==> config.mk <==
export PLATFORM = sky130hd
export DESIGN_NAME = clk_period_meter
export DESIGN_NICKNAME = d
export VERILOG_FILES = /design/src/rtl/clk_period_meter.sv
export SDC_FILE = /design/constraint.sdc
export NUM_CORES = 1
export LEC_CHECK = 0
export BUFFER_PORTS_ARGS = -buffer_cell sky130_fd_sc_hd__buf_4
export CAP_MARGIN = 20
export CELL_PAD_IN_SITES_DETAIL_PLACEMENT = 0
export CELL_PAD_IN_SITES_GLOBAL_PLACEMENT = 1
export CORE_MARGIN = 5
export CORE_UTILIZATION = 47
export DETAILED_ROUTE_END_ITERATION = 7
export PLACE_DENSITY_LB_ADDON = 0.1
export SETUP_SLACK_MARGIN = 0.1
export SLEW_MARGIN = 10
export SYNTH_ARGS = -nofsm -noshare
export SYNTH_HDL_FRONTEND = slang
export SYNTH_SLANG_ARGS = --single-unit
==> constraint.sdc <==
create_clock -name clk -period 7.6 [get_ports clk]
set_clock_uncertainty 0.1 [all_clocks]
set_input_delay 1.14 -clock clk [delete_from_list [all_inputs] [get_ports clk]]
set_output_delay 1.14 -clock clk [all_outputs]
set_load 0.01 [all_outputs]
==> src/rtl/clk_period_meter.sv <==
`default_nettype none
`timescale 1ns/1ps
// ============================================================================
// Module   : clk_period_meter
// Function : Measures the period and high time of a slow asynchronous signal
//            in system-clock cycles, and flags a timeout when edges stop.
// Revision : 1.0 - initial release
// ============================================================================
module clk_period_meter #(
   parameter logic [31:0] timeout_limit = 32'd120000
) (
   input  logic        clk,
   input  logic        reset,
   input  logic        sigIn,
   output logic [31:0] period,
   output logic [31:0] highTime,
   output logic        valid,
   output logic        timeout
);

   typedef enum logic [0:0] {
      ST_IDLE    = 1'b0,
      ST_MEASURE = 1'b1
   } state_t;

   state_t      state_q, state_d;
   logic        s1_q, s2_q, s3_q;
   logic [31:0] cnt_q, cnt_d;
   logic [31:0] hi_cap_q, hi_cap_d;
   logic [31:0] period_q, period_d;
   logic [31:0] high_time_q, high_time_d;
   logic        valid_q, valid_d;
   logic        timeout_q, timeout_d;

   logic        w_rise;
   logic        w_fall;
   logic        w_limit;

   // s1/s2 resolve metastability; s3 holds the previous synchronized sample.
   assign w_rise  = s2_q & ~s3_q;
   assign w_fall  = ~s2_q & s3_q;
   assign w_limit = (cnt_q == timeout_limit);

   always_ff @(posedge clk) begin
      if (reset) begin
         state_q     <= ST_IDLE;
         s1_q        <= 1'b0;
         s2_q        <= 1'b0;
         s3_q        <= 1'b0;
         cnt_q       <= 32'd0;
         hi_cap_q    <= 32'd0;
         period_q    <= 32'd0;
         high_time_q <= 32'd0;
         valid_q     <= 1'b0;
         timeout_q   <= 1'b0;
      end else begin
         state_q     <= state_d;
         s1_q        <= sigIn;
         s2_q        <= s1_q;
         s3_q        <= s2_q;
         cnt_q       <= cnt_d;
         hi_cap_q    <= hi_cap_d;
         period_q    <= period_d;
         high_time_q <= high_time_d;
         valid_q     <= valid_d;
         timeout_q   <= timeout_d;
      end
   end

   always_comb begin
      state_d     = state_q;
      cnt_d       = cnt_q;
      hi_cap_d    = hi_cap_q;
      period_d    = period_q;
      high_time_d = high_time_q;
      valid_d     = 1'b0;
      timeout_d   = timeout_q;

      case (state_q)
         ST_IDLE: begin
            // Reference edge only; timeout stays set until a full measurement.
            if (w_rise) begin
               state_d  = ST_MEASURE;
               cnt_d    = 32'd1;
               hi_cap_d = 32'd0;
            end
         end
         ST_MEASURE: begin
            // A rise takes priority over the limit so period == limit is legal.
            if (w_rise) begin
               period_d    = cnt_q;
               high_time_d = hi_cap_q;
               valid_d     = 1'b1;
               cnt_d       = 32'd1;
               hi_cap_d    = 32'd0;
               timeout_d   = 1'b0;
            end else if (w_limit) begin
               state_d   = ST_IDLE;
               timeout_d = 1'b1;
               cnt_d     = 32'd0;
            end else begin
               cnt_d = cnt_q + 32'd1;
               if (w_fall) begin
                  hi_cap_d = cnt_q;
               end
            end
         end
         default: begin
            state_d = ST_IDLE;
         end
      endcase
   end

   assign period   = period_q;
   assign highTime = high_time_q;
   assign valid    = valid_q;
   assign timeout  = timeout_q;

endmodule
`default_nettype wire

==> run metrics, run 1 <==
Synth area leader=dfxtp_1; Pre-Repair DR Iteration Count=5; CP peak stage delay=~0.8 ns; Max-slew headroom=a little under two fifths; # IOs=69; number of synthesized flops with an enable pin=0; Layout Nets=about 570; CP max stage cell=o21ai_2; post-DR wirelength/cell=~17 um; WP data required=about 7.9 ns; Worst VDD drop=around 0.00015 V; proportion of layout cells with a drive suffix above 1=19.6%; CP Max Fanout=21; row count=37; Seq/Total Area, Yosys=between 50% and 60%; Distinct cells, synth=43; Syn Area/Cell=9.74 um^2; pwr/cell area=approximately 260 mW/mm^2; max cap viols=0; Total GRT Usage=approximately a fifth; synth cell count leaders=dfxtp_1 (134), a22o_1 (65), nand3_1 (51); Synth top area share=53.4%; Die ar.=about 0.013 mm^2; status=finished clean; RR Endpoint=cnt_q[31]; clock sink total=roughly 130; Routed Antenna Nets=0; Min-Delay Path Depth=1; Die Wd=about 110 um; Final Hold Viols=0; Root Buffer=clkbuf_8; crit start category=flip-flop; WL final=12400 um; post-CTS setup buffers=0; Final min period=~3.1 ns; reg2reg start=cnt_q[0]; Num CTS Buffers=17; Area growth, synth to finish=23.6%; Gate Count Post-Synth=~520; Setup TNS=0 ns; Tightest Hold Check Type=flip-flop to flip-flop; vias in the first global route=around 3800; total power=about 0.0016 W; TritonCTS clock tree=done; f_max=between 300 and 400 MHz; CP dominant cell by count=or4_1; final hold slack=between 0.3 and 0.4 ns; crit-path leading delay family=simple AND/OR/NAND/NOR gates; initial antenna violation count=0; Core Util, Final=59.9%; core box area=slightly above 0.01 mm^2; CTS Hold Bufs=0; r2r setup slk=approximately 4.5 ns; Synth async-reset ratio=0%; Arr. time, crit path=3.40 ns; vias=4111; fill count=approximately 900; max-slew violations=0; leading post-synthesis cells by cell area=dfxtp_1 (53%), a22o_1 (11%), nand3_1 (5.1%); H-tree depth=4; Placement Setup Slack=4.57 ns; Worst Setup Slack, final=~4.5 ns; Mapped Area=between 0.005 and 0.006 mm^2; Mapped Nets=around 520; FF+latch count, synth=134; Worst-Skew Late Latency=between 0.5 and 0.6 ns; Port-buffer cells=68; Die Ht=113 um; Hold Crit Start=s1_q; ant diodes=0; Hold Path End=s2_q; CP Class=flip-flop to flip-flop; Initial Utilization=between 40% and 50%; cts repair resizes=0; routed vias/inst=a little under 6; hpwl dp=roughly 7800 um; post-route clock period utilization=between 40% and 50%; GRT overflow=0; multi-input logic area=~0.0021 mm^2; Syn. warnings=0; Synth Flop Type=dfxtp_1; largest net degree at the start of global routing=between 70 and 80; Clock Path Buffers=2; final setup fails=0; register area=between 0.002 and 0.003 mm^2; Crit. End Element=flip-flop; LEAKAGE=2.37 nW; Worst-Margin Slew=approximately 0.93 ns; Placer Congestion=0.783; WP buf/inv=1; clock transition at the registers of the reported paths=0.06 ns; # DRC=0; RSZ-0062 raised after global routing=false; critical path, cell by cell=inv_1 -> ha_1 -> or4b_1 -> or4_1 -> o21ai_2 -> or4_1 -> nand3_1; global-route wire length before repair=between 20000 and 25000 um; FF-to-FF path depth=7; most common cell in the netlist=dfxtp_1; DRT iter0 DRCs=340
## registers in the layout, indices dropped and copies added, names as in the netlist, 32 cells and up
name and count:
cnt_q 32, hi_cap_q 32, period 32, highTime 32
## cell families after synthesis
group | synth area share [%]
AO/OA/AOI/OAI | 23.3
flip-flops | 53.4
adder cells (fa/ha/maj) | 0.498
buffers and inverters | 5.40
XOR/XNOR | 0.174
multiplexers | 0.597
AND/OR/NAND/NOR | 16.7
## metal layers
metal  up-vias  global-route usage (%)  routed length, um
met5         -                       0                  0
met4         0                    5.53                 96
met3        11                    4.72                731
met2       112                    30.2               5620
met1      1958                    27.3               5950
li1       2030                       -                  -
## worst max path at each step
stage | from | endpoint | slack (ns) | cells after the start
CTS | cnt_q[0] | cnt_q[21] | 4.54 | 7
detailed placement | cnt_q[0] | cnt_q[31] | 4.57 | 7
finish | cnt_q[0] | cnt_q[31] | 4.49 | 7
floorplan | reset | cnt_q[25] | 5.03 | 6
global route | cnt_q[0] | cnt_q[25] | 4.32 | 7
global placement | reset | cnt_q[26] | 4.48 | 6
## stage by stage
stage	instances	area, um^2
floorplan	516	5030
global placement	679	5550
detailed placement	680	5570
CTS	712	6220
global route	712	6220
finish	712	6220
## layout make-up
cell class              count  area share, %
flip-flops and latches    134           43.2
multi-input cells         322           33.7
repair buffers             75           9.12
clock buffers              19           6.94
clock inverters            13           3.52
well taps                 136           2.74
inverters                  13          0.785
## where the power goes
group	internal (W)	switching, W	leakage [nW]
clock network	0.000580	0.000315	0.314
logic	0.00000760	0.0000296	0.972
registers	0.000704	0.00000197	1.08
total	0.00129	0.000347	2.37
## worst register-to-register path, cell delays in order, from the launching register on
cell and delay, ns:
dfxtp_1 0.34, inv_1 0.13, ha_1 0.15, or4b_1 0.45, or4_1 0.71, o21ai_2 0.81
or4_1 0.23, nand3_1 0.07
## layout by cell type, fill, tap and decap left out, types with 5 or more instances in the layout
| cell | netlist | routed |
|---|---|---|
| nand3_1 | 51 | 51 |
| o31ai_1 | 17 | 17 |
| clkbuf_16 | 0 | 16 |
| dfxtp_1 | 134 | 134 |
| and4_1 | 5 | 5 |
| inv_1 | 13 | 13 |
| or4_1 | 7 | 7 |
| a21oi_1 | 13 | 12 |
| or3_1 | 6 | 6 |
| nand4_1 | 14 | 14 |
| a22o_1 | 65 | 65 |
| nor3_1 | 8 | 7 |
| buf_4 | 5 | 74 |
| o21ai_1 | 23 | 23 |
| o21ai_0 | 13 | 13 |
| o211ai_1 | 9 | 9 |
| nand2_1 | 41 | 41 |
| bufinv_16 | 0 | 5 |
| nor2b_1 | 5 | 5 |
Note: power is estimated with default switching activity, not from simulation.
==> inputs of run 2 (changes only) <==
--- a/config.mk
+++ b/config.mk
@@ -10,7 +10,7 @@
 export CELL_PAD_IN_SITES_DETAIL_PLACEMENT = 0
 export CELL_PAD_IN_SITES_GLOBAL_PLACEMENT = 1
 export CORE_MARGIN = 5
-export CORE_UTILIZATION = 47
+export CORE_UTILIZATION = 44
 export DETAILED_ROUTE_END_ITERATION = 7
 export PLACE_DENSITY_LB_ADDON = 0.1
 export SETUP_SLACK_MARGIN = 0.1
==> constraint.sdc (replaced) <==
create_clock -name clk -period 3 [get_ports clk]
set_clock_uncertainty 0.1 [all_clocks]
set_input_delay 0.45 -clock clk [delete_from_list [all_inputs] [get_ports clk]]
set_output_delay 0.45 -clock clk [all_outputs]
set_load 0.01 [all_outputs]
==> run 2 against run 1 <==
  * Setup slack worse by 4.3 ns
  * Critical endpoint is now cnt_q[6]
  * Hold slack worse by 0.19 ns
  * Die area increased by 6.2%
  * Via count decreased by 0.27%
  * Non-clock buffer count up 11
  * Wire length grew 2.0%
  * First-iteration DRC count shrank 5.6%
==> run metrics, run 2 (synthesized netlist as in run 1, its figures left out) <==
status=finished clean; CP peak stage delay=0.74 ns (-0.06 ns); RSZ-0062 raised after global routing=true; Placer Congestion=0.802 (+2.4%); DRT iter0 DRCs=321 (-5.6%); final setup fails=0 (unchanged); Clock Path Buffers=2 (unchanged); fill count=1018 (+13%); Layout Nets=579 (+1.9%); # IOs=69 (unchanged); Total GRT Usage=19.6% (+0.051 points); CP Class=flip-flop to flip-flop; max cap viols=0 (unchanged); routed vias/inst=5.65 (-2.2%); Num CTS Buffers=17 (unchanged); Area growth, synth to finish=23.9%; TritonCTS clock tree=done; max-slew violations=0 (unchanged); Final min period=2.80 ns (-0.307 ns); Crit. End Element=flip-flop; # DRC=0 (unchanged); global-route wire length before repair=20400 um (+1.5%); Hold Crit Start=sigIn; Pre-Repair DR Iteration Count=4 (-1); Arr. time, crit path=3.00 ns (-0.40 ns); f_max=357 MHz (+11%); Worst VDD drop=0.000396 V (+160%); Port-buffer cells=68 (unchanged); Max-slew headroom=48.8% (+11 points); vias in the first global route=3767 (-0.24%); most frequent cells in the layout=dfxtp_1 (134), buf_4 (83), a22o_1 (65); Final Hold Viols=0 (unchanged); row count=39 (+5.4%); critical path launch point=cnt_q[0]; Setup TNS=0 ns (unchanged); Routed Antenna Nets=0 (unchanged); GRT overflow=0 (unchanged); Die Ht=117 um (+3.1%); total power=0.00378 W (+130%); crit start category=flip-flop; largest net degree at the start of global routing=45 (-37%); critical path, cell by cell=inv_1 -> ha_1 -> or4b_1 -> or4_1 -> o21ai_1 -> o21ai_0 -> a22o_1; LEAKAGE=2.38 nW (+0.77%); CP max stage cell=or4_1; CP Max Fanout=8 (-62%); ant diodes=0 (unchanged); Die ar.=0.0137 mm^2 (+6.2%); Worst-Skew Late Latency=0.41 ns (-0.10 ns); vias=4100 (-0.27%); clock sink total=134 (unchanged); clock transition at the registers of the reported paths=0.05 ns (about the same); Worst-Margin Slew=0.767 ns (-0.165 ns); pwr/cell area=607 mW/mm^2 (+130%); reg2reg start=cnt_q[0]; post-DR wirelength/cell=17.4 um (about the same); WP buf/inv=1 (unchanged); hpwl dp=8500 um (+9.5%); Die Wd=117 um (+3.1%); WL final=12600 um (+2.0%); Tightest Hold Check Type=primary input to flip-flop; WP data required=3.20 ns (-4.69 ns); proportion of layout cells with a drive suffix above 1=20.4% (+0.79 points); Initial Utilization=44.4% (-4.1 points); crit-path leading delay family=simple AND/OR/NAND/NOR gates; post-route clock period utilization=93.3% (+52 points); H-tree depth=4 (unchanged); Core Util, Final=55.0% (-4.9 points); commonest non-fill, non-tap cell in the layout=dfxtp_1; core box area=0.0113 mm^2 (+9.2%); Root Buffer=clkbuf_16; initial antenna violation count=0 (unchanged)
[run 2: changes by cell type in the layout (fill, tap and decap cells not counted), moves of 2 or more]
| cell | change |
|---|---|
| clkinv_2 | +2 |
| buf_4 | +9 |
| inv_6 | -3 |
| clkbuf_8 | +2 |
| bufinv_16 | -4 |
| clkbuf_1 | +2 |
| clkinv_4 | -4 |
| buf_12 | +2 |
[run 2: worst reg2reg max path: cells and delay by family (launching register included)]
family / cells / cell delay, ns
AO/OA/AOI/OAI: 3 / 0.79
flip-flops: 1 / 0.34
buffers and inverters: 1 / 0.13
adder cells (fa/ha/maj): 1 / 0.15
AND/OR/NAND/NOR: 2 / 1.20
[run 2: final timing paths]
kind / end / slack, ns / cells past startpoint
max reg2reg: cnt_q[6] / 0.20 / 7
max: cnt_q[6] / 0.20 / 7
min: s1_q / 0.15 / 2
min reg2reg: s2_q / 0.34 / 1
[run 2: routing by layer]
layer,part of all wire (%),track usage (%)
met2,44,28.1
met5,0,0
met1,50,28.3
met3,4.6,4.52
met4,1.6,8.03
[run 2: where the power goes]
part	internal [W]	total, W	switching (W)	leakage (nW)
registers	0.00179	0.00179	0.00000498	1.08
logic	0.0000244	0.0000995	0.0000751	1.04
clock network	0.00120	0.00189	0.000688	0.264
total	0.00301	0.00378	0.000768	2.38
[run 2: what timing repair did]
item / 4_1_cts / 5_1_grt
gates resized for setup: 0 / 3
setup endpoints to repair: 0 / 15
hold endpoints to repair: 0 / 0
hold buffers: 0 / 0
buffers inserted: 0 / 0
[run 2: per-stage QoR]
stage | instances | cell area [um^2] | hold slack (ns) | worst slack, ns
2_1_floorplan | 516 | 5030 | 0.314 | 0.506
3_3_place_gp | 698 | 5680 | 0.321 | 0.265
3_5_place_dp | 698 | 5680 | 0.338 | 0.210
4_1_cts | 726 | 6220 | 0.137 | 0.192
5_1_grt | 726 | 6230 | 0.137 | 0.0811
6_report | 726 | 6230 | 0.154 | 0.201
[run 2: cell type report]
class	count	area (um^2)	area share [%]
Sequential cell	134	2680	43.1
Multi-Input combinational cell	322	2110	33.8
Clock inverter	4	47.5	0.763
Timing Repair Buffer	86	674	10.8
Tap cell	143	179	2.87
Inverter	13	48.8	0.783
Clock buffer	24	492	7.89
